$ cat src/rtl/hwpe_stream_tcdm_fetch.sv
// Strided TCDM read engine: issues len word reads at base + k*stride and replays
// the responses, in order, on a 32-bit stream source through a small credit-checked FIFO.
module hwpe_stream_tcdm_fetch #(
  parameter int unsigned FIFO_DEPTH = 4,
  parameter int unsigned CNT_WIDTH  = 16
) (
  input  logic                 clk_i,
  input  logic                 rst_ni,
  input  logic                 clear_i,
  input  logic                 start_i,
  input  logic [31:0]          base_addr_i,
  input  logic [31:0]          stride_i,
  input  logic [CNT_WIDTH-1:0] len_i,
  output logic                 busy_o,
  output logic                 done_o,
  // TCDM master
  output logic                 tcdm_req_o,
  input  logic                 tcdm_gnt_i,
  output logic [31:0]          tcdm_add_o,
  output logic                 tcdm_wen_o,
  output logic [3:0]           tcdm_be_o,
  output logic [31:0]          tcdm_data_o,
  input  logic [31:0]          tcdm_r_data_i,
  input  logic                 tcdm_r_valid_i,
  // stream source
  output logic                 stream_valid_o,
  input  logic                 stream_ready_i,
  output logic [31:0]          stream_data_o,
  output logic [3:0]           stream_strb_o
);

  localparam int unsigned PTR_W = (FIFO_DEPTH > 1) ? $clog2(FIFO_DEPTH) : 1;
  localparam int unsigned CNT_W = $clog2(FIFO_DEPTH + 1);

  typedef enum logic [1:0] {IDLE, RUN, DRAIN} state_e;

  state_e               state_q, state_d;
  logic [31:0]          addr_q, addr_d;
  logic [31:0]          stride_q, stride_d;
  logic [CNT_WIDTH-1:0] len_q, len_d;
  logic [CNT_WIDTH-1:0] issued_q, issued_d;
  logic [CNT_WIDTH-1:0] emitted_q, emitted_d;
  logic                 inflight_q, inflight_d;
  logic                 done_q, done_d;
  logic [PTR_W-1:0]     wr_ptr_q, wr_ptr_d;
  logic [PTR_W-1:0]     rd_ptr_q, rd_ptr_d;
  logic [CNT_W-1:0]     count_q, count_d;
  logic [31:0]          mem_q [FIFO_DEPTH];

  logic req, grant, push, pop, fifo_empty, room;

  function automatic logic [PTR_W-1:0] ptr_inc(input logic [PTR_W-1:0] p);
    return (p == PTR_W'(FIFO_DEPTH - 1)) ? '0 : p + PTR_W'(1);
  endfunction

  // Credit check: a granted read always has a free slot waiting for its response.
  assign room       = ({1'b0, count_q} + {{CNT_W{1'b0}}, inflight_q}) < (CNT_W+1)'(FIFO_DEPTH);
  assign fifo_empty = (count_q == '0);
  assign req        = (state_q == RUN) && (issued_q < len_q) && room;
  assign grant      = req & tcdm_gnt_i;
  assign push       = tcdm_r_valid_i & inflight_q & ~clear_i;
  assign pop        = ~fifo_empty & stream_ready_i;

  always_comb begin
    state_d    = state_q;
    addr_d     = addr_q;
    stride_d   = stride_q;
    len_d      = len_q;
    issued_d   = issued_q;
    emitted_d  = emitted_q;
    inflight_d = grant;
    done_d     = 1'b0;
    wr_ptr_d   = wr_ptr_q;
    rd_ptr_d   = rd_ptr_q;
    count_d    = count_q;

    if (push) wr_ptr_d = ptr_inc(wr_ptr_q);
    if (pop) begin
      rd_ptr_d  = ptr_inc(rd_ptr_q);
      emitted_d = emitted_q + 1'b1;
    end
    case ({push, pop})
      2'b10:   count_d = count_q + 1'b1;
      2'b01:   count_d = count_q - 1'b1;
      default: count_d = count_q;
    endcase

    case (state_q)
      IDLE: begin
        if (start_i) begin
          addr_d    = base_addr_i;
          stride_d  = stride_i;
          len_d     = len_i;
          issued_d  = '0;
          emitted_d = '0;
          if (len_i != '0) state_d = RUN;
          else             done_d  = 1'b1;
        end
      end
      RUN: begin
        if (grant) begin
          addr_d   = addr_q + stride_q;
          issued_d = issued_q + 1'b1;
        end
        if (issued_d == len_q) state_d = DRAIN;
      end
      DRAIN: begin
        if ((emitted_q == len_q) && !inflight_q) begin
          state_d = IDLE;
          done_d  = 1'b1;
        end
      end
      default: state_d = IDLE;
    endcase

    // Abort wins over everything, including a grant or response seen this cycle.
    if (clear_i) begin
      state_d    = IDLE;
      issued_d   = '0;
      emitted_d  = '0;
      inflight_d = 1'b0;
      done_d     = 1'b0;
      wr_ptr_d   = '0;
      rd_ptr_d   = '0;
      count_d    = '0;
    end
  end

  always_ff @(posedge clk_i or negedge rst_ni) begin
    if (!rst_ni) begin
      state_q    <= IDLE;
      addr_q     <= '0;
      stride_q   <= '0;
      len_q      <= '0;
      issued_q   <= '0;
      emitted_q  <= '0;
      inflight_q <= 1'b0;
      done_q     <= 1'b0;
      wr_ptr_q   <= '0;
      rd_ptr_q   <= '0;
      count_q    <= '0;
    end else begin
      state_q    <= state_d;
      addr_q     <= addr_d;
      stride_q   <= stride_d;
      len_q      <= len_d;
      issued_q   <= issued_d;
      emitted_q  <= emitted_d;
      inflight_q <= inflight_d;
      done_q     <= done_d;
      wr_ptr_q   <= wr_ptr_d;
      rd_ptr_q   <= rd_ptr_d;
      count_q    <= count_d;
    end
  end

  always_ff @(posedge clk_i) begin
    if (push) mem_q[wr_ptr_q] <= tcdm_r_data_i;
  end

  assign busy_o         = (state_q != IDLE);
  assign done_o         = done_q;
  assign tcdm_req_o     = req;
  assign tcdm_add_o     = addr_q;
  assign tcdm_wen_o     = 1'b1;
  assign tcdm_be_o      = 4'hF;
  assign tcdm_data_o    = '0;
  assign stream_valid_o = ~fifo_empty;
  assign stream_data_o  = fifo_empty ? '0 : mem_q[rd_ptr_q];
  assign stream_strb_o  = 4'hF;

endmodule

$ cat config.mk
export PLATFORM = sky130hd
export DESIGN_NAME = hwpe_stream_tcdm_fetch
export DESIGN_NICKNAME = d
export VERILOG_FILES = /design/src/rtl/hwpe_stream_tcdm_fetch.sv
export SDC_FILE = /design/constraint.sdc
export NUM_CORES = 1
export LEC_CHECK = 0
export CAP_MARGIN = 20
export CORE_MARGIN = 5
export CORE_UTILIZATION = 30
export CTS_CLUSTER_DIAMETER = 40
export DETAILED_ROUTE_END_ITERATION = 10
export SYNTH_ARGS = -nofsm -noshare
export SYNTH_HDL_FRONTEND = slang
export SYNTH_SLANG_ARGS = --single-unit
$ cat constraint.sdc
create_clock -name clk_i -period 2.9 [get_ports clk_i]
set_input_delay 0.58 -clock clk_i [delete_from_list [all_inputs] [get_ports clk_i]]
set_output_delay 0.58 -clock clk_i [all_outputs]
set_load 0.02 [all_outputs]
==> results_dict.tcl <==
set metrics [dict create \
    die_h_um 220 \
    syn_inst 1203 \
    cp.required_ps 2320 \
    cts_buffers 45 \
    endpoint_kind "primary output" \
    finalHoldViolCount 0 \
    setup_viol 0 \
    crit_path_cell_trace "inv_1, ha_1, a211oi_2, o211ai_1, o2111ai_2, and3_4, buf_4" \
    rsz0062_at_grt "yes" \
    viasPerCell 4.78 \
    die_w_um 220 \
    drt-total-wl_um 36900 \
    grt_pass1_vias 10262 \
    fin_crit_sh_pct 97.1 \
    yosysUniqueCellTypes 71 \
    io_pins 228 \
    synth_area_leaders "edfxtp_1 (29%), dfrtp_1 (23%), nand2_1 (5.7%)" \
    nets 1628 \
    ir_drop_mv 0.643 \
    dp_hpwl_um 25700 \
    synthToLayoutAreaGrowth_pct 34.1 \
    grt_overflow 0 \
    hold_path.class "register to register" \
    synth_top_area_share_pct 29.2 \
    antenna_found_initial 3 \
    cp_num_buf_inv 2 \
    max_stage_delay_ps 400 \
    synth_flop_cell "edfxtp_1" \
    cts-root-buf "clkbuf_16" \
    cp.arrival_ps 2240 \
    status "finished, final reports clean" \
    rows 76 \
    multi_input_area_um2 5910 \
    slew_violations 0 \
    start_util_pct 30.5 \
    clkTransAtPathRegs_ps 40 \
    via_count 9927 \
    nFillCells 4176 \
    fin_cells 2076 \
    synth-seq-area-share_pct 52.5 \
    portBuffers 186 \
    slew_headroom_pct 37.2 \
    htreeDepth 2 \
    layout-drive-gt1-share_pct 16.1 \
    avgSynthCellArea_um2 11.0 \
    regArea_um2 6930 \
    fin_skew_ps 29.3 \
    cp_max_fo 3 \
    cts_tree "yes" \
    rrSetupSlack_ps 160 \
    cpMaxStageDelayCell "dfrtp_1" \
    die_area_um2 48200 \
    track_usage_pct 15.2 \
    grt_pass1_wl_um 57900 \
    cts.path.max_buffers 3 \
    leakage_uw 0.00730 \
    insertion_delay_ps 560 \
    yosysWarnings 0 \
    path_class "register to primary output" \
    n_antenna_cell 0 \
    grt_max_degree 68 \
    first_iter_violations 600 \
    gp_congestion 0.889 \
    coreArea_um2 43300 \
    drt-pass1-iter-count 5 \
    ant_nets 0 \
    placedCellCount 1977 \
    synth_seq_cells 251 \
    crit_path_start_kind "register" \
    crit_family "compound AO/OA/AOI/OAI gates" \
    synth_edf_count 128 \
    worstMarginPinSlew_ps 938 \
    synthArstFlopShare_pct 49.0 \
    cts.sinks 251 \
    period_needed_ps 2820 \
    routedWlPerCell_um 17.8 \
    netlist_area_um2 13200 \
    powerDensity_nw_per_um2 835 \
    fin_util_pct 40.9 \
    drcViolationCount 0 \
    cap_violations 0 \
    synth.largest_area_cell "edfxtp_1" \
    max_clock_freq_mhz 355 \
]
[metal layers]
metal | track usage [%] | share of wire [%] | vias up
li1 | - | - | 4735
met1 | 20.3 | 45 | 4853
met2 | 24.3 | 46 | 271
met3 | 4.34 | 6.3 | 62
met4 | 4.24 | 2.4 | 6
met5 | 0 | 0.098 | -
[layout by cell type (no fill, tap or decap), types with 7 or more instances in the layout]
cell	count
buf_4	60
buf_2	10
nand2b_1	7
nand3_1	23
conb_1	41
o21ai_0	27
xnor2_1	46
nand4_1	15
nand2_1	198
ha_1	49
a211oi_1	8
o31ai_1	7
o21a_1	7
and2_1	43
nor4_1	8
inv_1	23
mux4_2	32
clkdlybuf4s50_1	152
buf_12	10
a21o_1	15
o21ai_1	34
clkinv_2	11
clkbuf_16	46
dlygate4sd2_1	20
nor2_1	72
and3_1	18
a21oi_1	68
nor3_1	8
edfxtp_1	128
xor2_1	37
a31oi_1	14
dfrtp_1	120
[path summary, 6_finish.rpt]
kind | startpoint | depth (start not counted) | to
worst max-delay path | len_q[12]$_DFFE_PN0P_ | 7 | tcdm_req_o
worst min register to register | stride_q[4]$_DFFE_PN0P_ | 2 | stride_q[4]$_DFFE_PN0P_
worst max register to register | tcdm_add_o[3]$_DFFE_PN0P_ | 10 | tcdm_add_o[31]$_DFFE_PN0P_
worst min-delay path | stride_q[4]$_DFFE_PN0P_ | 2 | stride_q[4]$_DFFE_PN0P_
min in group asynchronous | rst_ni | 2 | stride_q[29]$_DFFE_PN0P_
max in group asynchronous | rst_ni | 3 | len_q[3]$_DFFE_PN0P_
[where the power goes]
part	total, µW	switching [µW]	internal [µW]	leakage [µW]
clock network	5250	1880	3360	0.000749
logic	5120	2770	2340	0.00384
registers	4400	331	4070	0.00271
total	14800	4990	9780	0.00730
[worst reg2reg max path: cells and delay by family, from the launching register on]
family,cells,cell delay [ps]
muxes,1,210
AOI/OAI and AO/OA,7,1500
adders and majority gates,1,330
and+or+nand+nor,1,180
DFF,1,420
[cells by family (layout without fill, tap and decap cells)]
group,Yosys count,count (layout),synth area share (%)
XOR/XNOR,83,83,5.51
other,2,41,0.0570
buffers and inverters,119,368,4.65
flip-flops,251,251,52.5
AND/OR/NAND/NOR,430,430,15.2
multiplexers,38,38,5.92
AO/OA/AOI/OAI,225,225,10.8
adder cells (fa/ha/maj),55,55,5.33
[cell usage after synthesis, types with 3 or more instances]
cell type / n
and4_1: 3
buf_1: 6
a31oi_1: 14
nand4_1: 15
nand3_1: 25
edfxtp_1: 128
nor2_1: 74
o21a_1: 7
o211ai_1: 3
o21bai_1: 7
nor2b_1: 7
and3_1: 19
dfrtp_1: 123
or3_1: 5
a211o_1: 3
a21o_1: 15
clkbuf_1: 37
o22ai_1: 5
xor2_1: 37
nand2b_1: 8
buf_2: 10
nor4_1: 8
mux2i_1: 6
nor3_1: 10
mux4_2: 32
buf_4: 41
nand2_1: 199
o21ai_0: 27
ha_1: 53
a21oi_1: 69
and2_1: 43
o21ai_1: 34
a211oi_1: 9
o31ai_1: 7
inv_1: 25
xnor2_1: 46
[registers in the layout, summed over array words and instances (netlist names)]
register / count
count_q: 3
done_o: 1
emitted_q: 16
inflight_q: 1
issued_q: 16
len_q: 16
mem_q: 128
rd_ptr_q: 2
state_q: 2
stride_q: 32
tcdm_add_o: 32
wr_ptr_q: 2
[metrics by stage]
step	total power, µW	area (µm²)	setup WS [ps]	TNS, ps	hold slack (ps)
global route	15600	17700	-50.8	-77.1	508
CTS	14900	17500	-143	-143	479
global placement	9540	16000	140	0	462
detailed placement	9580	16000	116	0	467
floorplan	7550	13300	281	0	284
finish	14800	17700	83.4	0	475
[area by class of cell]
type                    instances  area share (%)
flip-flops and latches        251            39.2
multi-input cells             872            33.4
repair buffers                259            14.1
clock buffers                  53            6.82
well taps                     585            4.14
clock inverters                31            1.83
inverters                      25           0.531
[what timing repair did]
action / 4_1_cts / 5_1_grt
endpoints found under the hold margin: 28 / 0
gates cloned: 0 / 1
setup endpoints to repair: 33 / 17
hold buffers: 1 / 0
pin swaps: 0 / 11
setup buffers: 8 / 5
gates resized for setup: 67 / 30
Note: power is estimated with default switching activity, not from simulation.
